[src/rtl/connect_suite_rr_pick.sv]
// connect_suite_rr_pick: combinational round-robin picker, first valid requester after last
module connect_suite_rr_pick #(
   parameter int N = 4
) (
   input  logic [N-1:0]         valid_i,
   input  logic [$clog2(N)-1:0] last_i,
   output logic [$clog2(N)-1:0] winner_o,
   output logic                 any_o
);
   localparam int IW = $clog2(N);
   logic [IW-1:0] idx;
   // scan offsets from farthest to nearest so the nearest valid requester after last wins
   always_comb begin
      winner_o = '0;
      any_o    = 1'b0;
      idx      = '0;
      for (int k = N; k >= 1; k--) begin
         idx = IW'((int'(last_i) + k) % N);
         if (valid_i[idx]) begin
            winner_o = idx;
            any_o    = 1'b1;
         end
      end
   end
endmodule

[src/rtl/connect_suite_rr_arbiter.sv]
// connect_suite_rr_arbiter: N-way round-robin arbiter feeding a single registered output slot
module connect_suite_rr_arbiter #(
   parameter int N = 4,
   parameter int W = 8
) (
   input  logic                 clk,
   input  logic                 reset,
   input  logic [N-1:0]         io_in_valid,
   output logic [N-1:0]         io_in_ready,
   input  logic [N*W-1:0]       io_in_bits,
   output logic                 io_out_valid,
   input  logic                 io_out_ready,
   output logic [W-1:0]         io_out_bits,
   output logic [$clog2(N)-1:0] io_out_chosen
);
   localparam int IW = $clog2(N);
   logic [IW-1:0] last_q, last_d, chosen_q, chosen_d, winner;
   logic [W-1:0]  bits_q, bits_d, win_bits;
   logic [N-1:0]  grant;
   logic          valid_q, valid_d, any_valid, can_accept, in_fire;
   connect_suite_rr_pick #(.N(N)) u_pick (
      .valid_i  (io_in_valid),
      .last_i   (last_q),
      .winner_o (winner),
      .any_o    (any_valid)
   );
   // one-hot of the winner and its payload slice; other requesters' bits are never looked at
   always_comb begin
      grant    = '0;
      win_bits = '0;
      for (int i = 0; i < N; i++) begin
         if (winner == IW'(i)) begin
            grant[i] = 1'b1;
            win_bits = io_in_bits[i*W +: W];
         end
      end
   end
   assign can_accept  = !valid_q | io_out_ready;
   assign io_in_ready = (can_accept && any_valid && !reset) ? (grant & io_in_valid) : '0;
   assign in_fire     = |io_in_ready;
   // next state: load on input transfer, drain on output transfer, otherwise hold
   always_comb begin
      last_d   = in_fire ? winner : last_q;
      valid_d  = in_fire | (valid_q & !io_out_ready);
      bits_d   = in_fire ? win_bits : bits_q;
      chosen_d = in_fire ? winner : chosen_q;
   end
   // output slot and round-robin pointer; reset gives requester 0 first priority
   always_ff @(posedge clk or posedge reset) begin
      if (reset) begin
         last_q   <= IW'(N - 1);
         valid_q  <= 1'b0;
         bits_q   <= '0;
         chosen_q <= '0;
      end else begin
         last_q   <= last_d;
         valid_q  <= valid_d;
         bits_q   <= bits_d;
         chosen_q <= chosen_d;
      end
   end
   assign io_out_valid  = valid_q;
   assign io_out_bits   = bits_q;
   assign io_out_chosen = chosen_q;
endmodule

[config.mk]
export PLATFORM = sky130hd
export DESIGN_NAME = connect_suite_rr_arbiter
export DESIGN_NICKNAME = d
export VERILOG_FILES = /design/src/rtl/connect_suite_rr_pick.sv /design/src/rtl/connect_suite_rr_arbiter.sv
export SDC_FILE = /design/constraint.sdc
export NUM_CORES = 1
export LEC_CHECK = 0
export ABC_AREA = 0
export CORE_MARGIN = 2
export CORE_UTILIZATION = 37
export DETAILED_ROUTE_END_ITERATION = 8
export PLACE_DENSITY = 0.86
export SYNTH_ARGS = -nofsm -noshare
export SYNTH_HDL_FRONTEND = slang
export SYNTH_SLANG_ARGS = --single-unit
[constraint.sdc]
create_clock -name clk -period 2.58 [get_ports clk]
set_clock_uncertainty 0.05 [all_clocks]
set_input_delay 0.387 -clock clk [delete_from_list [all_inputs] [get_ports clk]]
set_output_delay 0.387 -clock clk [all_outputs]
set_load 0.005 [all_outputs]
---- Word level (Yosys, flattened, before mapping) ----
Index checks and enable logic that the tools add are counted.
cells by class
  add/subtract/negate cells ............... 4
  $lt $le $gt $ge ......................... 4
  equality and inequality tests ........... 3
  muxes and demuxes ....................... 25
  bitwise operators ....................... 4
  reductions and logical operators ........ 7
operators with widths
  cell                 number
  $mux 8               4
  $lt 2x3->1 const B   4
  $mux 1               12
  $bmux 1 s2           4
  $mux 2               4
  $add 2x1->2 const B  2
  $add 2x2->2 const B  2
  $and 4x4->4          1
  $eq 2x2->1 const B   2
  $mux 4               1
  $reduce_or 4->1      1
  $logic_not 1->1      3
  $eq 2x1->1 const B   1
  $logic_and 1x1->1    2
  $logic_not 2->1      1
  $or 1x1->1           2
  $and 1x1->1          1
storage, ports and cells
  bits in registers ....................... 13

---- Logic depth before layout (Yosys ltp) ----
  word-level depth ........................ 13
  mapped depth ............................ 8

---- Cells and area by module ----
Synthesis repeated with hierarchy kept, for this count alone.
unflattened totals
  cells, all modules ...................... 67
  area total of the unflattened synthesis .. 918.4 um^2
by module, submodules not included
  module                    times used  cells an instance  area an instance (um^2)  seq. area each (um^2)
  connect_suite_rr_arbiter  1           53                 827.0                    327.8
  connect_suite_rr_pick     1           14                 91.3                     0.0

---- Worst setup path before layout ----
Ideal clock, no wire load.
  path type ............................... reg2out
  from .................................... reg last_q[1]
  to ...................................... out io_in_ready[0]
  data arrival time ....................... 1.544 ns
  required time ........................... 2.143 ns
  path slack .............................. 0.599 ns
  cell stages (with the launch flop) ...... 8
  buffers on the path ..................... 3
  cells stage by stage .................... dfstp_2 buf_4 mux2i_1 o221a_4 buf_12 clkbuf_8 nand3_1 nor2_1
between the ends
  cells in the longest elaborated chain, start to end .. 11
RTL lines
  what                          line                            text
  start, declared               connect_suite_rr_arbiter.sv:17  logic [IW-1:0] last_q, last_d, chosen_q, chosen_d, winner;
  start signal, assigned        connect_suite_rr_arbiter.sv:51  last_q <= IW'(N - 1);
  start signal, assigned        connect_suite_rr_arbiter.sv:56  last_q <= last_d;
  $add 2x1->2                   connect_suite_rr_pick.sv:18     idx = IW'((int'(last_i) + k) % N);
  $bmux 1 s2                    connect_suite_rr_pick.sv:19     if (valid_i[idx]) begin
  $mux 1 (implied by the code)  connect_suite_rr_pick.sv:19
  $mux 2 (4 in a row)           connect_suite_rr_pick.sv:19
  $logic_not 2->1               connect_suite_rr_arbiter.sv:32  if (winner == IW'(i)) begin
  $mux 1                        connect_suite_rr_arbiter.sv:32
  $and 4x4->4                   connect_suite_rr_arbiter.sv:39  assign io_in_ready = (can_accept && any_valid && !reset) ? (grant & io_in_valid) : '0;
  $mux 4 (*)                    connect_suite_rr_arbiter.sv:39
  end, declared                 connect_suite_rr_arbiter.sv:9   output logic [N-1:0] io_in_ready,
Every way passes the cells marked *; elsewhere a longest branch is shown, timed or not. The select of a mux whose other input is x is not followed.

---- Worst setup path after layout ----
  from .................................... reg last_q[1]
  to ...................................... out io_in_ready[2]
between the ends
  cells in the longest elaborated chain, start to end .. 11
RTL lines
  what                          line
  $add 2x1->2                   connect_suite_rr_pick.sv:18
  $bmux 1 s2                    connect_suite_rr_pick.sv:19
  $mux 1 (implied by the code)  connect_suite_rr_pick.sv:19
  $mux 2 (4 in a row)           connect_suite_rr_pick.sv:19
  $eq 2x2->1                    connect_suite_rr_arbiter.sv:32
  $mux 1                        connect_suite_rr_arbiter.sv:32
  $and 4x4->4                   connect_suite_rr_arbiter.sv:39
  $mux 4 (*)                    connect_suite_rr_arbiter.sv:39
Marks and branches as above.

==> impl_metrics.toml <==
[status]
outcome = "finished, final reports clean"

[synth]
ys_ff_latch = 13
avgSynthCellArea_sq_um = 9.75
synth-compound-area-share_pct = 14.8
synth-simple-area-share_pct = 22.3
yosysTopAreaCellShare_pct = 29.4
ys_types = 26
synth.largest_area_cell = "dfrtp_1"
synthTopCellsByArea = "dfrtp_1 (29%), mux2i_1 (11%), nand3_1 (8.0%), a221o_1 (7.5%), mux2_4 (6.4%)"
synth-seq-area-share_pct = 35.0
synth_xor_area_share_pct = 0
synth.area.mux_share_pct = 20.7
yosys_warnings = 0
synth_area_sq_um = 936
synthAdderAreaFrac_pct = 0
synth_top_family_by_area = "simple AND/OR/NAND/NOR gates"
synth_nets = 135
synth_cells = 96

[critical_path]
crit_buf_inv = 1
cp_slowest_stage_delay_ns = 0.61
crit_fanout = 7
r2r-end = "io_out_bits[1]"
ff2ff_path_depth = 6
slowest_stage = "dfstp_2"
regToRegSetupSlack_ns = 0.41
path_class = "register to output pin"
cp_top_family = "flip-flops"
worst_ep_arrival_time_ns = 2.07
critPathCaptureType = "output pin"
crit_chain = "nand2_1 -> a21oi_2 -> o221a_4 -> nor2b_1 -> clkdlybuf4s50_1"
start_kind = "register"
r2r_start = "last_q[1]"
crit_required_ns = 2.14

[layout]
synthToLayoutAreaGrowth_pct = 66.4
fin_util_pct = 64.0
nNetsFinal = 194
drive_above_1_share_pct = 19.5
antennaDiodeCount = 0
fill_cells = 207

[pwr]
seq_power_share_pct = 33.7
p_sw_mw = 0.311
p_comb_share_pct = 52.2
peakVddDrop_mv = 0.447
pwr_density_cell_nw_per_um2 = 607
clkPwrFrac_pct = 14.1
leakagePower_nw = 0.670
p_int_mw = 0.634
p_sw_share_pct = 32.9

[timing]
relSlewSlack_pct = 63.1
fin_crit_ns = 2.51
worst_slew_pin_slew_ns = 0.551
final_hold_viol_count = 0
whs_ns = 0.443
period_share_pct = 97.4
max_freq_mhz = 398
setup_viol = 0
drv_slew = 0

[flow_run]
maxCapViolations = 0

[placement]
post-dp-hpwl_um = 2110
gp_congestion = 0.764
port-buffer-count = 53

[min_path]
holdPathStages = 2
hold_path.class = "register to register"
min-delay-start = "io_out_chosen[1]"
min_to = "io_out_chosen[1]"

[detailed_routing]
first_pass_iters = 4
ant_nets = 0
vias = 1004
routed_wl_um = 2930
drtIter0Drc = 18
post-route-drc-count = 0
vias_per_cell = 5.46
wl_per_cell_um = 15.9

[global_routing]
grt_max_degree = 22
grt_pass1_vias = 1007
grt.total_usage_pct = 20.5
grt-ovfl-total = 0
antenna_found_initial = 0
grt_pass1_wl_um = 4330

[die]
initial_core_util_pct = 38.5
die-area_sq_um = 2950
core_area_sq_um = 2430
die_h_um = 54.3
num_rows = 18
fp.dieW_um = 54.3
io_pins = 54

[clocking]
cts_buffer_depth = 2
clkSinkCount = 13
clock_latency_ns = 0.28
ctsHtreeMaxLevel = 1
ctsHoldBuffers = 0
cts_root_buf = "clkbuf_4"
clkTransAtPathRegs_ns = 0.09
cts-buffers-inserted = 3
cts_tree = "built"
## metrics by stage
step                setup WS, ns  cell area, sq um  setup TNS (ns)  power [mW]  cells
global placement          0.0281              1500               0       0.778    178
global route             -0.0106              1560         -0.0111        1.00    184
finish                    0.0683              1560               0       0.946    184
detailed placement       -0.0723              1500          -0.104       0.794    178
floorplan                  0.599               936               0       0.568     96
CTS                      0.00356              1530               0       0.936    183
## worst reg2reg max path: stages, from the launching register on
cell,delay (ns)
dfstp_2,0.61
nand2_1,0.09
a21oi_2,0.16
o221a_4,0.24
buf_4,0.22
mux2_2,0.36
a221o_1,0.33
## layout by cell type, fill, tap and decap left out
cell,instances
clkdlybuf4s50_1,49
nand3_1,15
dfrtp_1,11
mux2i_1,10
nand2_1,9
buf_4,9
nor2_1,8
a221o_1,7
mux2_4,4
nand3b_1,3
mux2_2,3
clkbuf_4,3
nor2b_1,2
nand2b_1,2
a21oi_1,2
dlygate4sd2_1,2
dlymetal6s2s_1,2
dfstp_2,2
nor2_2,1
a21o_2,1
a31oi_2,1
nor2b_4,1
a21oi_2,1
o221a_4,1
a211oi_2,1
nor3_2,1
inv_1,1
a211oi_1,1
clkinv_2,1
## metal layers
metal	routed length (um)	vias up	global-route usage (%)
li1	-	467	-
met3	213	12	4.92
met4	68	0	6.25
met1	1110	482	22.2
met5	0	-	0
met2	1540	43	38.8
## sequential cells by signal (all words and copies together) (netlist names)
name	flops
io_out_chosen	2
last_q	2
io_out_bits	8
io_out_valid	1
## worst max path at each step
stage	to	cells after the start	start	slack, ns
2_1_floorplan	io_in_ready[0]	7	last_q[1]	0.60
3_3_place_gp	io_in_ready[0]	7	io_in_valid[0]	0.03
3_5_place_dp	io_in_ready[2]	6	io_in_valid[0]	-0.07
4_1_cts	io_in_ready[1]	6	io_in_valid[3]	0.004
5_1_grt	io_in_ready[0]	6	last_q[1]	-0.01
6_report	io_in_ready[2]	5	last_q[1]	0.07
## cells in the mapped netlist, drive strengths merged
master   n
nor2     9
a21oi    3
a31oi    1
nand3   15
a221o    7
nand3b   3
nand2b   2
nor2b    3
inv      1
a21o     1
dfstp    2
a211oi   2
nand2    9
dfrtp   11
mux2     7
o221a    1
nor3     1
clkbuf   4
mux2i   10
buf      4
## repair_timing
action | CTS | global route
setup endpoints to repair | 4 | 4
resized for setup | 2 | 5
setup buffers | 1 | 1
pin swaps | 1 | 3
## layout make-up
class	count	area, sq um	area share (%)
Timing Repair Buffer	62	601	38.6
Multi-Input combinational cell	74	561	36.0
Sequential cell	13	328	21.0
Tap cell	30	37.5	2.41
Clock buffer	3	22.5	1.45
Clock inverter	1	5.00	0.321
Inverter	1	3.75	0.241
## logic make-up after synthesis
kind of cell | count (synthesis)
and+or+nand+nor | 42
muxes | 17
AOI/OAI and AO/OA | 15
DFF | 13
buffers and inverters | 9
## power by group through the flow
stage	Clock (mW)	Combinational (mW)	Sequential, mW
finish	0.133	0.493	0.319
global route	0.150	0.527	0.327
CTS	0.138	0.481	0.317
detailed placement	0	0.474	0.320
global placement	0	0.461	0.316
floorplan	0	0.255	0.313
(Power assumes the default switching activity.)
